## src/rtl/pipeline_ctrl.sv

```systemverilog
// Hazard and sequencing controller for the FE/ID/EX pipeline.
// A one-bit-per-register scoreboard tracks writes that have issued but not retired.
// ID is stalled on RAW/WAW hazards, and FE/ID are flushed for FLUSH_CYCLES cycles
// after a taken branch. Saturating counters record stall and flush cycles.
module pipeline_ctrl #(
  parameter int REG_ADDR_W   = 5,
  parameter int FLUSH_CYCLES = 2,
  parameter bit R0_ZERO      = 1'b1,
  parameter int CNT_W        = 16
) (
  input  logic                  clk,
  input  logic                  rst_n,
  input  logic                  en,
  input  logic                  id_valid,
  input  logic                  id_reg_wr,
  input  logic [REG_ADDR_W-1:0] id_rd,
  input  logic                  id_use_r1,
  input  logic                  id_use_r2,
  input  logic [REG_ADDR_W-1:0] id_r1,
  input  logic [REG_ADDR_W-1:0] id_r2,
  input  logic                  ex_branch_taken,
  input  logic                  wb_wr,
  input  logic [REG_ADDR_W-1:0] wb_rd,
  output logic                  fe_stall,
  output logic                  id_stall,
  output logic                  fe_flush,
  output logic                  id_flush,
  output logic                  id_issue,
  output logic [CNT_W-1:0]      stall_cnt,
  output logic [CNT_W-1:0]      flush_cnt
);

  localparam int         NREG     = 2 ** REG_ADDR_W;
  localparam bit         MULTI    = (FLUSH_CYCLES > 1);
  localparam logic [3:0] REM_LOAD = 4'(FLUSH_CYCLES - 1);
  localparam logic [CNT_W-1:0] CNT_MAX = {CNT_W{1'b1}};

  typedef enum logic {RUN, FLUSH} state_t;

  state_t           state_reg;
  logic [3:0]       rem_reg;
  logic [NREG-1:0]  pend_reg;
  logic [NREG-1:0]  pend_eff;
  logic [CNT_W-1:0] stall_cnt_reg;
  logic [CNT_W-1:0] flush_cnt_reg;
  logic             hz;
  logic             flush_raw;

  // Register 0 is masked out of the hazard view when it is hard-wired to zero.
  genvar gi;
  generate
    for (gi = 0; gi < NREG; gi++) begin : g_pend_eff
      if (R0_ZERO && gi == 0) begin : g_zero
        assign pend_eff[gi] = 1'b0;
      end else begin : g_norm
        assign pend_eff[gi] = pend_reg[gi];
      end
    end
  endgenerate

  // Hazard detection and flush/stall/issue priority; everything is gated low during reset.
  always_comb begin
    hz        = id_valid & ((id_use_r1 & pend_eff[id_r1]) |
                            (id_use_r2 & pend_eff[id_r2]) |
                            (id_reg_wr & pend_eff[id_rd]));
    flush_raw = (state_reg == FLUSH) | ex_branch_taken;
    fe_flush  = rst_n & flush_raw;
    id_flush  = rst_n & flush_raw;
    fe_stall  = rst_n & hz & ~flush_raw;
    id_stall  = rst_n & hz & ~flush_raw;
    id_issue  = rst_n & id_valid & ~hz & ~flush_raw & en;
  end

  // Flush sequencer: a taken branch flushes this cycle and holds the flush for the remaining cycles.
  always_ff @(posedge clk or negedge rst_n) begin
    if (!rst_n) begin
      state_reg <= RUN;
      rem_reg   <= 4'd0;
    end else if (en) begin
      case (state_reg)
        RUN: begin
          if (ex_branch_taken && MULTI) begin
            state_reg <= FLUSH;
            rem_reg   <= REM_LOAD;
          end
        end
        FLUSH: begin
          if (ex_branch_taken) begin
            rem_reg <= REM_LOAD;
          end else if (rem_reg <= 4'd1) begin
            state_reg <= RUN;
          end else begin
            rem_reg <= rem_reg - 4'd1;
          end
        end
        default: state_reg <= RUN;
      endcase
    end
  end

  // Scoreboard bits: set on issue of a write, cleared on writeback; set wins on a same-cycle collision.
  generate
    for (gi = 0; gi < NREG; gi++) begin : g_sb
      logic set_bit;
      logic clr_bit;
      assign set_bit = id_issue & id_reg_wr & (id_rd == REG_ADDR_W'(gi)) & ~(R0_ZERO && gi == 0);
      assign clr_bit = wb_wr & (wb_rd == REG_ADDR_W'(gi));
      always_ff @(posedge clk or negedge rst_n) begin
        if (!rst_n) begin
          pend_reg[gi] <= 1'b0;
        end else if (en) begin
          if (set_bit) begin
            pend_reg[gi] <= 1'b1;
          end else if (clr_bit) begin
            pend_reg[gi] <= 1'b0;
          end
        end
      end
    end
  endgenerate

  // Saturating performance counters for stall and flush cycles.
  always_ff @(posedge clk or negedge rst_n) begin
    if (!rst_n) begin
      stall_cnt_reg <= '0;
      flush_cnt_reg <= '0;
    end else if (en) begin
      if (id_stall && (stall_cnt_reg != CNT_MAX)) begin
        stall_cnt_reg <= stall_cnt_reg + 1'b1;
      end
      if (id_flush && (flush_cnt_reg != CNT_MAX)) begin
        flush_cnt_reg <= flush_cnt_reg + 1'b1;
      end
    end
  end

  assign stall_cnt = stall_cnt_reg;
  assign flush_cnt = flush_cnt_reg;

endmodule
```

## config.mk

```make
export PLATFORM = sky130hd
export DESIGN_NAME = pipeline_ctrl
export DESIGN_NICKNAME = d
export VERILOG_FILES = /design/src/rtl/pipeline_ctrl.sv
export SDC_FILE = /design/constraint.sdc
export NUM_CORES = 1
export LEC_CHECK = 0
export ABC_AREA = 1
export ABC_CLOCK_PERIOD_IN_PS = 1800
export BUFFER_PORTS_ARGS = -buffer_cell sky130_fd_sc_hd__buf_2
export CELL_PAD_IN_SITES_DETAIL_PLACEMENT = 2
export CELL_PAD_IN_SITES_GLOBAL_PLACEMENT = 2
export CORE_MARGIN = 4
export CORE_UTILIZATION = 29
export DETAILED_ROUTE_END_ITERATION = 6
export MAX_ROUTING_LAYER = met4
export PLACE_DENSITY_LB_ADDON = 0.08
export SLEW_MARGIN = 20
export SYNTH_ARGS = -nofsm -noshare
export SYNTH_HDL_FRONTEND = slang
export SYNTH_SLANG_ARGS = --single-unit
export TNS_END_PERCENT = 100
```

## constraint.sdc

```tcl
create_clock -name clk -period 1.8 [get_ports clk]
set_input_delay 0.18 -clock clk [delete_from_list [all_inputs] [get_ports clk]]
set_output_delay 0.18 -clock clk [all_outputs]
set_load 0.01 [all_outputs]
```

### Word-level counts from Yosys, hierarchy flattened

Index checks and enable logic that the tools add are counted.

* word-level logic and storage cells: 331
* register bits after elaboration: 68
* bits of input ports: 29

* equality and inequality tests: 66
* order comparisons: 4
* bitwise gates (word level): 80
* mux-type cells: 76
* reduce and logical (&&, ||, !) cells: 67
* add/sub/neg operators: 3

Operator list (count)
* $eq A5 B5 Y1 const B: 32
* $eq A5 B4 Y1 const B: 16
* $and A1 B1 Y1: 74
* $mux W1: 68
* $reduce_and A2 Y1: 33
* $reduce_bool A2 Y1: 31
* $eq A5 B3 Y1 const B: 8
* $add A16 B1 Y16 const B: 2
* $ne A16 B16 Y1 const B: 2
* $eq A5 B2 Y1 const B: 4
* $lt A5 B6 Y1 const B: 3
* $bmux W1 S5: 3
* $mux W4: 3
* $eq A5 B1 Y1 const B: 2
* $pmux W4 S2: 1
* $le A4 B1 Y1 const B: 1
* $sub A4 B1 Y4 const B: 1
* $ne A3 B3 Y1 const B: 1
* $not A1 Y1: 3
* $or A1 B1 Y1: 3
* $reduce_and A3 Y1: 1
* $logic_and A1 B1 Y1: 2
* $ne A2 B2 Y1 const B: 1
* $pmux W1 S2: 1

### Longest topological paths before layout

* word-level depth: 14
* gate-level depth with buffers: 15
* mapped depth without buffers: 14

### Worst setup path after synthesis

OpenSTA, ideal clock, no wires.

* path type: reg-to-reg
* from: reg stall_cnt_reg[0] (netlist: stall_cnt[0])
* to: reg stall_cnt_reg[3] (netlist: stall_cnt[3])
* cell stages (with the launch flop): 10
* slack: 0.022 ns
* buffers on the path: 1
* library setup time: 0.117 ns
* arrival: 1.661 ns
* cells stage by stage: dfrtp_1 > ha_1 > nand3_1 > nor3_2 > nand4_1 > o21ai_1 > inv_2 > buf_2 > nand3_1 > nand2_1

* cells in the longest elaborated chain, start to end: 3

RTL lines
* start: declaration: RTL line 44 `logic [CNT_W-1:0] stall_cnt_reg;`
* start signal: assignment: RTL line 129 `stall_cnt_reg <= stall_cnt_reg + 1'b1;`
* parallel branches: the longest is 3 deep, another holds $add A16 B1 Y16

Parallel ways; which one is timed is not known.
A chain may end at the register's enable or synchronous reset.

### Worst setup path after layout

* from: reg pend_reg[28] (netlist: pend_eff[28])
* to: out id_issue

* cells in the longest elaborated chain, start to end: 10

RTL lines
* start: declaration: RTL line 42 `logic [NREG-1:0] pend_reg;`
* start signal: indexed assignment: RTL line 110 `pend_reg[gi] <= 1'b0;`
* start signal: indexed assignment: RTL line 113 `pend_reg[gi] <= 1'b1;`
* start signal: indexed assignment: RTL line 115 `pend_reg[gi] <= 1'b0;`
* $bmux W1 S5 (on tied branches): RTL line 63, 64
* $mux W1 (on tied branches): RTL line 63, 64
* $and A1 B1 Y1 (on tied branches): RTL line 63, 64
* $or A1 B1 Y1: RTL line 63 `hz = id_valid & ((id_use_r1 & pend_eff[id_r1]) |`
* $or A1 B1 Y1 *: RTL line 64 `(id_use_r2 & pend_eff[id_r2]) |`
* $and A1 B1 Y1 *: RTL line 63
* $not A1 Y1 *: RTL line 71 `id_issue = rst_n & id_valid & ~hz & ~flush_raw & en;`
* $and A1 B1 Y1 * (3 in a row): RTL line 71
* end: declaration: RTL line 28 `output logic id_issue,`

Mark *: on every way between the ends. The rest lies on a longest branch, timed or not. The select of a mux whose other input is x is not followed.

==> key figures <==
Clock tree
  • Clk pin slew, worst setup/hold paths: approximately 70 ps
  • Clock buffer depth: 2
  • # H-tree levels: 3
  • Hold_buf cts: 0
  • Clock latency on the worst-skew pair: ~350 ps
  • Root Buffer: clkbuf_16
  • Clock net sink count: 68
  • CTS Buf Count: 9
  • CTS tree: built

STA
  • Worst relative slew slack: 37.1%
  • Max-slew violations: 0
  • RSZ-0062 raised after global routing: yes
  • Clock period minus worst slack: 2260 ps
  • Skew final: 12.7 ps
  • Final setup margin: -459 ps
  • Final setup vio count: 50
  • Crit share post-route: 125%
  • Hold Fails Final Rpt: 0
  • F_max: about 0.44 GHz
  • Worst slew pin tran: 944 ps

Global routing
  • Global-route wire length before repair: ~35000 um
  • GRT met3 Usage: under 10%
  • Initial antenna violation count: 1
  • Tot GR Track Use: between 20% and 30%
  • GR met1 Demand/Resource: 26.5%
  • Most Crowded Layer GR: met2
  • Overflow after GRT: 0
  • Number of global-route vias before repair: 6353
  • Met2 usage: 41.8%
  • Largest net degree at the start of global routing: 69

Logic synthesis
  • Synth Area in Compound Gates: ~6.6%
  • Syn nets: 785
  • Netlist cell types: 37
  • Yosys Warn Count: 0
  • Flops & latches, synth: 68
  • Largest family of logic cells by synthesized area: simple AND/OR/NAND/NOR gates
  • Cells after Synth: 752
  • Post-Synth Simple-Gate Area: 42.6%
  • Mux cell area share after synthesis: 0%
  • Adder-Cell Fraction of Synth Area: a little over 1%
  • Top_reg_cell synth: dfrtp_1
  • EDFF count, synth: 0
  • Async SR Flop Fraction: 100%
  • Post-Syn Area: ~5000 sq um
  • Post-Synth XOR/XNOR Area: between 4 and 5%
  • Sequential fraction of the synthesis area: 34.2%
  • Post-Syn Area per Cell: 6.62 sq um

Floorplan
  • Die height: 139 um
  • Row count: 47
  • Initial Utilization: 29.8%
  • Die footprint: 19300 sq um
  • IO Pins: 66
  • Total core area: 16700 sq um
  • Die Wd: 139 um

Setup path
  • CP Launch Type: flip-flop
  • Setup CP Type: reg -> out
  • WP data arrival: 2080 ps
  • Endpoint class of the critical path: output port
  • Worst endpoint required time: around 1600 ps
  • CP Max Fanout: 4

Routing
  • Avg WL per Cell: roughly 20 um
  • Vias: roughly 5600
  • DR pass1 iterations: 4
  • Antenna viol nets, final: 0
  • First DRT Iteration DRCs: 220
  • Avg Vias per Cell: 5.13
  • Routed WL: 21800 um
  • DRC: 0

Worst hold path
  • Hold WC Path Type: in -> reg

Place
  • Post-DP HPWL: around 16000 um
  • Port-buffer cells: 65
  • Placer Congestion: 0.876
  • Post-Place Cells: 1065

Power
  • Static leakage: around 3.3 nW
  • VDD IR max: between 0.4 and 0.5 mV
  • P per Cell Area: just under 800 nW/um^2
  • Total chip power: approximately 5.1 mW

Flow run
  • Max_cap viols: 0

Final layout
  • Total of fill cells in the finished design: 2070
  • Layout net count: 900
  • Area of all sequential standard cells: 1720 sq um
  • Multi-input combinational cell area: 2910 sq um
  • Non-Filler Instances: 1092
  • Area growth from synthesis to layout: 31.7%
  • Max reg flops: 31
  • Share of cells above drive strength 1: a little over a quarter

Run status
  • Outcome: finished, violations left
  • Failing checks: negative setup slack
-- worst max-delay path: stages (launching register included) --
cell	delay [ps]
dfrtp_2	450
inv_1	70
nand2_1	50
nand3_1	90
nand3_1	130
nand3_1	110
nand3_1	80
nand3_2	110
buf_4	140
nand3_4	100
nor3_4	240
buf_2	170
-- power by group --
part / total, mW / leakage (nW) / internal, mW / switching (mW)
sequential: 1.83 / 0.894 / 1.69 / 0.140
clock: 1.78 / 0.142 / 1.06 / 0.719
combinational: 1.47 / 2.24 / 0.579 / 0.892
total: 5.08 / 3.28 / 3.33 / 1.75
-- logic make-up after synthesis --
| family | after synthesis |
|---|---|
| flip-flops | 68 |
| AO/OA/AOI/OAI | 62 |
| AND/OR/NAND/NOR | 475 |
| buffers and inverters | 115 |
| adder cells (fa/ha/maj) | 4 |
| XOR/XNOR | 28 |
-- stage by stage --
step | TNS (ps) | cell area (sq um) | utilization (%) | setup slack [ps] | hold WS, ps
after floorplan | 0 | 4980 | - | 21.9 | -116
after global placement | -2940 | 5880 | 35.2 | -196 | 469
after detailed placement | -9860 | 5880 | 35.2 | -321 | 469
after CTS | -7290 | 6380 | 38.2 | -507 | 110
after global routing | -15530 | 6550 | 39.2 | -563 | 146
final | -9400 | 6550 | 39.2 | -459 | 124
-- repair_timing --
| item | in CTS | in global routing |
|---|---|---|
| buffers inserted | 5 | 4 |
| resized for setup | 34 | 48 |
| setup endpoints to repair | 52 | 52 |
| pin swaps | 14 | 22 |
| gates cloned | 2 | 2 |
-- cells in the mapped netlist, types with 2 or more instances --
cell	count	share of area, %
inv_4	2	0.25
nor2_1	74	5.6
buf_2	12	1.2
nand2_2	11	1.4
nand3_1	81	8.1
dfrtp_1	68	34
buf_6	6	1.4
o21ai_1	6	0.60
nand3_2	2	0.40
nor3_2	2	0.40
nor3_1	13	1.3
nor3b_1	2	0.30
ha_1	4	1.0
nand4_1	38	4.8
o21ai_0	45	4.5
a21oi_1	6	0.60
nor4_1	4	0.50
nand2_4	2	0.45
xnor2_1	6	1.1
nand2_1	240	18
buf_4	7	1.1
clkbuf_1	5	0.38
nor2_4	2	0.45
inv_2	8	0.60
xor2_1	22	3.9
inv_1	73	5.5
-- layout make-up --
type | count | area share (%)
Multi-Input combinational cell | 570 | 44.4
Sequential cell | 68 | 26.3
Timing Repair Buffer | 134 | 15.8
Inverter | 84 | 4.93
Tap cell | 220 | 4.20
Clock buffer | 10 | 3.49
Clock inverter | 5 | 0.821
Antenna cell | 1 | 0.0382
-- placed cells by master, fill, tap and decap left out, types with 2 or more instances in the layout --
cell type  count
o21ai_2        2
nand2_1      231
xor2_1        22
nor2_4         5
ha_1           4
nor3_1        13
nor4_1         3
nor3b_1        2
o21ai_0       43
o21ai_1        6
nand3_1       67
buf_12         9
dfrtp_1       50
nand3_2       16
nor2_1        66
nand4_1       38
clkbuf_16     10
nand2_4        2
buf_4         51
inv_4          3
buf_8          4
xnor2_1        6
nand2_2       20
buf_2         65
buf_6          3
dfrtp_2       18
a21oi_1        5
nor2_2         6
clkinv_2       3
a21oi_2        2
inv_1         71
inv_2          9
-- worst paths after layout --
check / startpoint / slack, ps / cells after the start / end
worst min register to register: rem_reg[2]$_DFFE_PN0P_ / 510 / 1 / rem_reg[2]$_DFFE_PN0P_
worst min-delay path: en / 120 / 2 / state_reg$_DFFE_PN0P_
worst max register to register: pend_eff[5]$_DFFE_PN0P_ / -240 / 14 / pend_eff[24]$_DFFE_PN0P_
worst max-delay path: pend_eff[28]$_DFFE_PN0P_ / -460 / 11 / id_issue
min in group asynchronous: rst_n / 160 / 2 / pend_eff[4]$_DFFE_PN0P_
max in group asynchronous: rst_n / 960 / 2 / pend_eff[29]$_DFFE_PN0P_
-- per-layer routing --
metal | share of wire, % | vias to the layer above | wire length [um]
met5 | 0 | - | 0
met4 | 2.3 | 0 | 492
met3 | 2.5 | 25 | 549
met2 | 54 | 85 | 11700
met1 | 42 | 2840 | 9070
li1 | - | 2654 | -
(Power assumes the default switching activity.)
